`src/rtl/hdmi_period_scheduler_if.sv`:
```
// Video timing/pixel stream in, delayed stream plus HDMI period control out.
// The slave side is the scheduler; the master side is whoever drives the
// video timing and packet requests and consumes the period information.
interface hdmi_period_scheduler_if;
    // Upstream timing and pixels
    logic       de_in;
    logic       hsync_in;
    logic       vsync_in;
    logic [7:0] pixel_data_in_0;
    logic [7:0] pixel_data_in_1;
    logic [7:0] pixel_data_in_2;
    // Level request per packet source, bit i = source i
    logic [1:0] pkt_req;

    // Delayed timing and pixels
    logic       de_out;
    logic       hsync_out;
    logic       vsync_out;
    logic [7:0] pixel_data_out_0;
    logic [7:0] pixel_data_out_1;
    logic [7:0] pixel_data_out_2;
    // Period classification and transmitter control
    logic [2:0] period;
    logic [3:0] ctl;
    logic [1:0] pkt_grant;
    logic       pkt_rd;
    logic [4:0] pkt_idx;
    logic       err;

    modport master (
        output de_in, hsync_in, vsync_in,
        output pixel_data_in_0, pixel_data_in_1, pixel_data_in_2,
        output pkt_req,
        input  de_out, hsync_out, vsync_out,
        input  pixel_data_out_0, pixel_data_out_1, pixel_data_out_2,
        input  period, ctl, pkt_grant, pkt_rd, pkt_idx, err
    );

    modport slave (
        input  de_in, hsync_in, vsync_in,
        input  pixel_data_in_0, pixel_data_in_1, pixel_data_in_2,
        input  pkt_req,
        output de_out, hsync_out, vsync_out,
        output pixel_data_out_0, pixel_data_out_1, pixel_data_out_2,
        output period, ctl, pkt_grant, pkt_rd, pkt_idx, err
    );
endinterface

```
`src/rtl/hdmi_period_scheduler.sv`:
```
// HDMI period scheduler.
// Delays the video stream by LOOKAHEAD cycles so that the de of the coming
// cycles is known in advance. That window drives the video preamble/guard
// band classification; between video periods a data-island FSM launches one
// packet island per line on the hsync leading edge, arbitrating round-robin
// between two packet sources.
//
// Timing convention: an output presented after clock edge t equals the input
// captured at edge t-LOOKAHEAD. The line therefore has LOOKAHEAD+1 stages:
// stage 0 captures the input and stage LOOKAHEAD drives the outputs. That
// gives the registered period/ctl logic the full lookahead window D(1..L),
// where D(L) is the input being captured at the same edge.
module hdmi_period_scheduler #(
    parameter int LOOKAHEAD    = 10,
    parameter bit HSYNC_ACTIVE = 1'b1
) (
    input logic                    pixel_clk,
    input logic                    rst,
    hdmi_period_scheduler_if.slave bus
);

    typedef enum logic [2:0] {
        P_CTRL     = 3'd0,
        P_VID_PRE  = 3'd1,
        P_VID_GB   = 3'd2,
        P_VIDEO    = 3'd3,
        P_ISL_PRE  = 3'd4,
        P_ISL_GB   = 3'd5,
        P_ISL_DATA = 3'd6
    } period_e;

    typedef enum logic [2:0] {
        S_IDLE,
        S_PRE,
        S_GB_LEAD,
        S_DATA,
        S_GB_TRAIL
    } state_e;

    typedef struct packed {
        logic       de;
        logic       hs;
        logic       vs;
        logic [7:0] p0;
        logic [7:0] p1;
        logic [7:0] p2;
    } word_t;

    // Last cycle index of each island phase (counter counts from 0)
    localparam logic [4:0] PRE_LAST  = 5'd7;
    localparam logic [4:0] GB_LAST   = 5'd1;
    localparam logic [4:0] DATA_LAST = 5'd31;

    localparam logic [3:0] CTL_VID_PRE = 4'b0001;
    localparam logic [3:0] CTL_ISL_PRE = 4'b0101;
    localparam logic [3:0] CTL_NONE    = 4'b0000;

    word_t              dl  [0:LOOKAHEAD];   // registered delay line
    word_t              nxt [0:LOOKAHEAD];   // delay line contents after this edge
    logic [LOOKAHEAD:0] de_nxt;              // de_nxt[LOOKAHEAD-k] = D(k) of the next cycle

    state_e     st;
    logic [4:0] cnt;
    logic       prio;                        // source that wins when both request

    period_e    period_q;
    logic [3:0] ctl_q;
    logic [1:0] grant_q;
    logic       rd_q;
    logic [4:0] idx_q;
    logic       err_q;

    logic vid_n;
    logic gb_n;
    logic pre_n;
    logic any_vid_n;
    logic short_gap_n;
    logic hs_edge_n;
    logic fsm_free;
    logic win;

    // Contents of the delay line as they will be after the coming edge
    always_comb begin
        nxt[0].de = bus.de_in;
        nxt[0].hs = bus.hsync_in;
        nxt[0].vs = bus.vsync_in;
        nxt[0].p0 = bus.pixel_data_in_0;
        nxt[0].p1 = bus.pixel_data_in_1;
        nxt[0].p2 = bus.pixel_data_in_2;
        for (int j = 1; j <= LOOKAHEAD; j++) begin
            nxt[j] = dl[j-1];
        end
        for (int j = 0; j <= LOOKAHEAD; j++) begin
            de_nxt[j] = nxt[j].de;
        end
    end

    // Classification of the next output cycle from the lookahead window
    always_comb begin
        vid_n     = de_nxt[LOOKAHEAD];
        gb_n      = !vid_n && (de_nxt[LOOKAHEAD-1] || de_nxt[LOOKAHEAD-2]);
        pre_n     = !vid_n && !gb_n && (|de_nxt[LOOKAHEAD-3:0]);
        any_vid_n = vid_n || gb_n || pre_n;
        // de_out falls and the next active line starts before a full
        // preamble plus guard band could be sent
        short_gap_n = dl[LOOKAHEAD].de && !vid_n && (|de_nxt[LOOKAHEAD-1:1]);
        hs_edge_n   = (nxt[LOOKAHEAD].hs == HSYNC_ACTIVE) &&
                      (dl[LOOKAHEAD].hs != HSYNC_ACTIVE);
        // The FSM is free next cycle if idle now or finishing the trailing guard band
        fsm_free    = (st == S_IDLE) || (st == S_GB_TRAIL && cnt == GB_LAST);
        // Both requesting: the priority holder wins; otherwise the lone requester
        win         = (bus.pkt_req == 2'b11) ? prio : bus.pkt_req[1];
    end

    // Delay line, island FSM and all registered outputs
    always_ff @(posedge pixel_clk) begin
        if (rst) begin
            for (int j = 0; j <= LOOKAHEAD; j++) begin
                dl[j] <= '0;
            end
            st       <= S_IDLE;
            cnt      <= '0;
            prio     <= 1'b0;
            period_q <= P_CTRL;
            ctl_q    <= CTL_NONE;
            grant_q  <= 2'b00;
            rd_q     <= 1'b0;
            idx_q    <= '0;
            err_q    <= 1'b0;
        end else begin
            for (int j = 0; j <= LOOKAHEAD; j++) begin
                dl[j] <= nxt[j];
            end
            grant_q <= 2'b00;
            rd_q    <= 1'b0;
            idx_q   <= '0;
            ctl_q   <= CTL_NONE;

            if (any_vid_n) begin
                // Video timing always wins; an island still running is cut off
                if (!fsm_free) begin
                    err_q <= 1'b1;
                end
                st  <= S_IDLE;
                cnt <= '0;
                if (vid_n) begin
                    period_q <= P_VIDEO;
                end else if (gb_n) begin
                    period_q <= P_VID_GB;
                end else begin
                    period_q <= P_VID_PRE;
                    ctl_q    <= CTL_VID_PRE;
                end
            end else if (fsm_free) begin
                if (hs_edge_n && (bus.pkt_req != 2'b00)) begin
                    st       <= S_PRE;
                    cnt      <= '0;
                    grant_q  <= win ? 2'b10 : 2'b01;
                    prio     <= !win;
                    period_q <= P_ISL_PRE;
                    ctl_q    <= CTL_ISL_PRE;
                end else begin
                    st       <= S_IDLE;
                    cnt      <= '0;
                    period_q <= P_CTRL;
                end
            end else begin
                unique case (st)
                    S_PRE: begin
                        if (cnt == PRE_LAST) begin
                            st       <= S_GB_LEAD;
                            cnt      <= '0;
                            period_q <= P_ISL_GB;
                        end else begin
                            cnt      <= cnt + 5'd1;
                            period_q <= P_ISL_PRE;
                            ctl_q    <= CTL_ISL_PRE;
                        end
                    end
                    S_GB_LEAD: begin
                        if (cnt == GB_LAST) begin
                            st       <= S_DATA;
                            cnt      <= '0;
                            period_q <= P_ISL_DATA;
                            rd_q     <= 1'b1;
                        end else begin
                            cnt      <= cnt + 5'd1;
                            period_q <= P_ISL_GB;
                        end
                    end
                    S_DATA: begin
                        if (cnt == DATA_LAST) begin
                            st       <= S_GB_TRAIL;
                            cnt      <= '0;
                            period_q <= P_ISL_GB;
                        end else begin
                            cnt      <= cnt + 5'd1;
                            period_q <= P_ISL_DATA;
                            rd_q     <= 1'b1;
                            idx_q    <= cnt + 5'd1;
                        end
                    end
                    S_GB_TRAIL: begin
                        // Last trail cycle is handled by the fsm_free branch
                        cnt      <= cnt + 5'd1;
                        period_q <= P_ISL_GB;
                    end
                    default: begin
                        st       <= S_IDLE;
                        cnt      <= '0;
                        period_q <= P_CTRL;
                    end
                endcase
            end

            if (short_gap_n) begin
                err_q <= 1'b1;
            end
        end
    end

    assign bus.de_out           = dl[LOOKAHEAD].de;
    assign bus.hsync_out        = dl[LOOKAHEAD].hs;
    assign bus.vsync_out        = dl[LOOKAHEAD].vs;
    assign bus.pixel_data_out_0 = dl[LOOKAHEAD].p0;
    assign bus.pixel_data_out_1 = dl[LOOKAHEAD].p1;
    assign bus.pixel_data_out_2 = dl[LOOKAHEAD].p2;
    assign bus.period           = period_q;
    assign bus.ctl              = ctl_q;
    assign bus.pkt_grant        = grant_q;
    assign bus.pkt_rd           = rd_q;
    assign bus.pkt_idx          = idx_q;
    assign bus.err              = err_q;

endmodule

```
`src/flat_wrapper.sv`:
```
// flat-port wrapper written by rule: the top's interface ports become plain ports
module hdmi_period_scheduler_flat 
#(
    parameter int LOOKAHEAD    = 10,
    parameter bit HSYNC_ACTIVE = 1'b1
)
  (pixel_clk, rst, bus_de_in, bus_hsync_in, bus_vsync_in, bus_pixel_data_in_0, bus_pixel_data_in_1, bus_pixel_data_in_2, bus_pkt_req, bus_de_out, bus_hsync_out, bus_vsync_out, bus_pixel_data_out_0, bus_pixel_data_out_1, bus_pixel_data_out_2, bus_period, bus_ctl, bus_pkt_grant, bus_pkt_rd, bus_pkt_idx, bus_err);
  hdmi_period_scheduler_if bus_i ();
  input logic pixel_clk;
  input logic rst;
  input wire logic [$bits(bus_i.de_in)-1:0] bus_de_in;
  input wire logic [$bits(bus_i.hsync_in)-1:0] bus_hsync_in;
  input wire logic [$bits(bus_i.vsync_in)-1:0] bus_vsync_in;
  input wire logic [$bits(bus_i.pixel_data_in_0)-1:0] bus_pixel_data_in_0;
  input wire logic [$bits(bus_i.pixel_data_in_1)-1:0] bus_pixel_data_in_1;
  input wire logic [$bits(bus_i.pixel_data_in_2)-1:0] bus_pixel_data_in_2;
  input wire logic [$bits(bus_i.pkt_req)-1:0] bus_pkt_req;
  output wire logic [$bits(bus_i.de_out)-1:0] bus_de_out;
  output wire logic [$bits(bus_i.hsync_out)-1:0] bus_hsync_out;
  output wire logic [$bits(bus_i.vsync_out)-1:0] bus_vsync_out;
  output wire logic [$bits(bus_i.pixel_data_out_0)-1:0] bus_pixel_data_out_0;
  output wire logic [$bits(bus_i.pixel_data_out_1)-1:0] bus_pixel_data_out_1;
  output wire logic [$bits(bus_i.pixel_data_out_2)-1:0] bus_pixel_data_out_2;
  output wire logic [$bits(bus_i.period)-1:0] bus_period;
  output wire logic [$bits(bus_i.ctl)-1:0] bus_ctl;
  output wire logic [$bits(bus_i.pkt_grant)-1:0] bus_pkt_grant;
  output wire logic [$bits(bus_i.pkt_rd)-1:0] bus_pkt_rd;
  output wire logic [$bits(bus_i.pkt_idx)-1:0] bus_pkt_idx;
  output wire logic [$bits(bus_i.err)-1:0] bus_err;
  assign bus_i.de_in = bus_de_in;
  assign bus_i.hsync_in = bus_hsync_in;
  assign bus_i.vsync_in = bus_vsync_in;
  assign bus_i.pixel_data_in_0 = bus_pixel_data_in_0;
  assign bus_i.pixel_data_in_1 = bus_pixel_data_in_1;
  assign bus_i.pixel_data_in_2 = bus_pixel_data_in_2;
  assign bus_i.pkt_req = bus_pkt_req;
  assign bus_de_out = bus_i.de_out;
  assign bus_hsync_out = bus_i.hsync_out;
  assign bus_vsync_out = bus_i.vsync_out;
  assign bus_pixel_data_out_0 = bus_i.pixel_data_out_0;
  assign bus_pixel_data_out_1 = bus_i.pixel_data_out_1;
  assign bus_pixel_data_out_2 = bus_i.pixel_data_out_2;
  assign bus_period = bus_i.period;
  assign bus_ctl = bus_i.ctl;
  assign bus_pkt_grant = bus_i.pkt_grant;
  assign bus_pkt_rd = bus_i.pkt_rd;
  assign bus_pkt_idx = bus_i.pkt_idx;
  assign bus_err = bus_i.err;
  hdmi_period_scheduler #(.LOOKAHEAD(LOOKAHEAD), .HSYNC_ACTIVE(HSYNC_ACTIVE)) u_core (.pixel_clk(pixel_clk), .rst(rst), .bus(bus_i));
endmodule
```
`config.mk`:
```
export PLATFORM = sky130hd
export DESIGN_NAME = hdmi_period_scheduler_flat
export DESIGN_NICKNAME = d
export VERILOG_FILES = /design/src/rtl/hdmi_period_scheduler_if.sv /design/src/rtl/hdmi_period_scheduler.sv /design/src/flat_wrapper.sv
export SDC_FILE = /design/constraint.sdc
export NUM_CORES = 1
export LEC_CHECK = 0
export ABC_AREA = 1
export CAP_MARGIN = 25
export CORE_MARGIN = 10
export CORE_UTILIZATION = 45
export DETAILED_ROUTE_END_ITERATION = 12
export PLACE_DENSITY = 0.67
export SYNTH_ARGS = -nofsm -noshare
export SYNTH_HDL_FRONTEND = slang
export SYNTH_SLANG_ARGS = --single-unit
```
`constraint.sdc`:
```
create_clock -name pixel_clk -period 1.36 [get_ports pixel_clk]
set_input_delay 0.272 -clock pixel_clk [delete_from_list [all_inputs] [get_ports pixel_clk]]
set_output_delay 0.272 -clock pixel_clk [all_outputs]
set_load 0.05 [all_outputs]
```
==> out/qor.yml, run 1 <==
run_status:
  outcome: "complete, but fails checks"
  violations: "setup timing"
synth:
  ys_ff_latch: 320
  synth_area_um2: 9473
  seq_area_frac_synth_pct: 67.63
  synth_top_cell_area_share_pct: 67.63
  syn-instance-count: 1085
  synth_cell_types: 28
  synth_top_area_cell: "dfxtp_1"
  synth.avg_cell_area_um2: 8.731
  ys_warn_count: 0
  ys_top_cells_by_area: "dfxtp_1 68%, nor2_1 13%, inv_1 13%"
setup_path:
  path_class: "flop to flop"
  cp_max_fo: 3
  cp-end-kind: "flop"
  startpoint_type: "flop"
  cp.arrival_ns: 1.96
  crit_required_ns: 1.83
routing:
  drcViolationCount: 0
  dr.pass1.iters: 4
  finalWirelength_mm: 11.66
  drt_iter0_drc: 257
  antenna_left: 0
  vias: 5349
  avgRoutedWirePerCell_um: 7.969
  vias_per_cell: 3.656
cts:
  clk_latency_ns: 0.53
  clkTransAtPathRegs_ns: 0.06
  cts-buffers-inserted: 30
  cts.sinks: 320
  clock_path_buffers: 3
  htree_levels: 1
  cts_tree: "done"
  cts-root-buf: "clkbuf_16"
global_routing:
  grt_pass1_vias: 4982
  grt_max_degree: 143
  grt_pass1_wl_mm: 20.82
  antenna_found_initial: 0
  grt_use_total_pct: 8.865
  grt-ovfl-total: 0
timing:
  rsz0062_at_grt: "yes"
  hold_violations: 0
  fin_worst_skew_ns: 0.01029
  finalSetupViolCount: 15
  period_share_pct: 109.4
  post-route-min-period_ns: 1.489
  final_max_slew_viol_count: 0
  worst_slack_ns: -0.1285
  whs_ns: 0.2488
  relSlewSlack_pct: 63.10
  fmax_mhz: 671.8
  worst_slew_pin_slew_ns: 0.5535
floorplan:
  die_w_um: 165.1
  io_pins: 74
  initial_core_util_pct: 45.35
  die_h_um: 165.1
  die_area_um2: 27250
  core_area_um2: 20890
  num_rows: 53
layout:
  syn2layout_area_growth_pct: 27.06
  diodes: 0
  layout-drive-gt1-share_pct: 12.88
  finalNonFillerCells: 1463
  layout.nets: 1202
min_path:
  hold_path.class: "input pin to flop"
job:
  cap_violations: 0
power:
  power.density_nw_per_um2: 1490
  max-vdd-ir-drop_uv: 1007
  leakagePower_uw: 0.005039
placed_design:
  routabilityCongestion: 0.7044
  io_buffers: 71
  dp_cells: 1406
  dp_hpwl_mm: 7.077
-- cell usage in the layout, fill, tap and decap left out, types with 3 or more instances in the layout --
cell and n:
nor2_1 319, inv_1 315, dfxtp_1 308, buf_12 43
clkbuf_16 31, nand2_1 29, clkdlybuf4s50_1 29, nand3_1 10
clkbuf_1 10, dfxtp_2 10, buf_4 9, nand2_2 8
clkbuf_8 8, nand2_4 6, inv_2 5, nor3_2 5
nor2_2 4, clkinv_2 4, o21ai_2 4, nand4_1 3
-- worst max-delay path: stages, from the launching register on --
cell,delay (ns)
dfxtp_4,0.36
inv_2,0.05
ha_2,0.15
inv_1,0.04
nor2_1,0.10
nand2_2,0.11
buf_4,0.16
nand3_1,0.11
nand2_4,0.08
nor2_4,0.10
o21bai_1,0.07
nor2_1,0.09
-- logic make-up (layout without fill, tap and decap cells) --
| group | after synthesis | after routing | share of synthesized area, % |
|---|---|---|---|
| flops | 320 | 320 | 67.63 |
| fa+ha+maj | 5 | 5 | 0.6604 |
| buf+inv | 356 | 458 | 14.36 |
| xor+xnor | 1 | 1 | 0.09247 |
| other cells | 1 | 2 | 0.03959 |
| simple gates | 392 | 392 | 16.59 |
| compound gates | 10 | 10 | 0.6340 |
-- layout make-up --
class	instances	area, µm²
sequential	320	6426
clock buffer	49	923.4
multi-input combinational	410	1839
tap	275	344.1
fill	1834	8852
timing repair buffer	83	1244
inverter	321	1206
clock inverter	5	53.80
-- timing repair --
action | CTS | global route
setup buffers | 2 | 0
endpoints found under the hold margin | 1 | 0
hold buffers | 1 | 0
pin swaps | 2 | 6
setup endpoints to repair | 27 | 27
gates resized for setup | 15 | 22
gates cloned | 0 | 0
-- power by group --
group          leakage [µW]  internal, µW  total (µW)  switching, µW
Clock              0.000481          4790        7970           3170
Combinational       0.00196           178         434            256
Sequential          0.00260          9500        9540           33.6
-- registers in the layout, indices dropped and copies added, names as in the netlist --
signal                count
u_core.bus.pkt_idx        5
u_core.bus.ctl            2
u_core.prio               1
u_core.cnt                5
u_core.dl               297
u_core.bus.pkt_grant      2
u_core.bus.pkt_rd         1
u_core.st                 3
u_core.bus.err            1
u_core.bus.period         3
-- path summary, 6_finish.rpt --
path / from / end / slack [ns] / cells past startpoint
max reg2reg: u_core.cnt[1] / u_core.st[2] / -0.13 / 11
max: u_core.cnt[1] / u_core.st[2] / -0.13 / 11
min: bus_pixel_data_in_0[0] / u_core.dl[0][16] / 0.25 / 3
min reg2reg: u_core.dl[5][23] / u_core.dl[6][23] / 0.39 / 2
-- synthesized netlist by cell type (all sizes together) --
cell / instances
a21oi: 4
and2: 1
buf: 16
clkbuf: 19
clkinv: 1
conb: 1
dfxtp: 320
ha: 5
inv: 320
nand2: 43
nand3: 11
nand3b: 1
nand4: 4
nor2: 325
nor3: 7
o21ai: 5
o21bai: 1
xor2: 1
-- through the flow --
stage	util, %	instance area [µm²]	setup TNS (ns)	total power (µW)	setup WS (ns)
finish	57.62	12040	-1.044	17940	-0.1285
global route	57.62	12040	-2.499	18630	-0.2101
CTS	57.26	11960	-0.3552	18180	-0.06880
detailed placement	52.31	10930	-2.707	10180	-0.2155
global placement	52.31	10930	-2.019	10180	-0.2106
floorplan	-	9518	0	10020	0.01647
-- routing by layer --
layer / vias up / GRT usage [%] / part of all wire (%)
li1: 3133 / - / -
met1: 2078 / 10.13 / 46
met2: 107 / 15.02 / 44
met3: 31 / 2.181 / 6.6
met4: 0 / 4.750 / 3.3
met5: - / 0 / 0
Power figures use the tool's default switching activity.
==> run 2: changes to the inputs <==
Settings changed: CTS_CLUSTER_SIZE set to 30.
==> results of run 2 <==
Same layout as run 1: the final DEF is identical, and so are final timing and power.
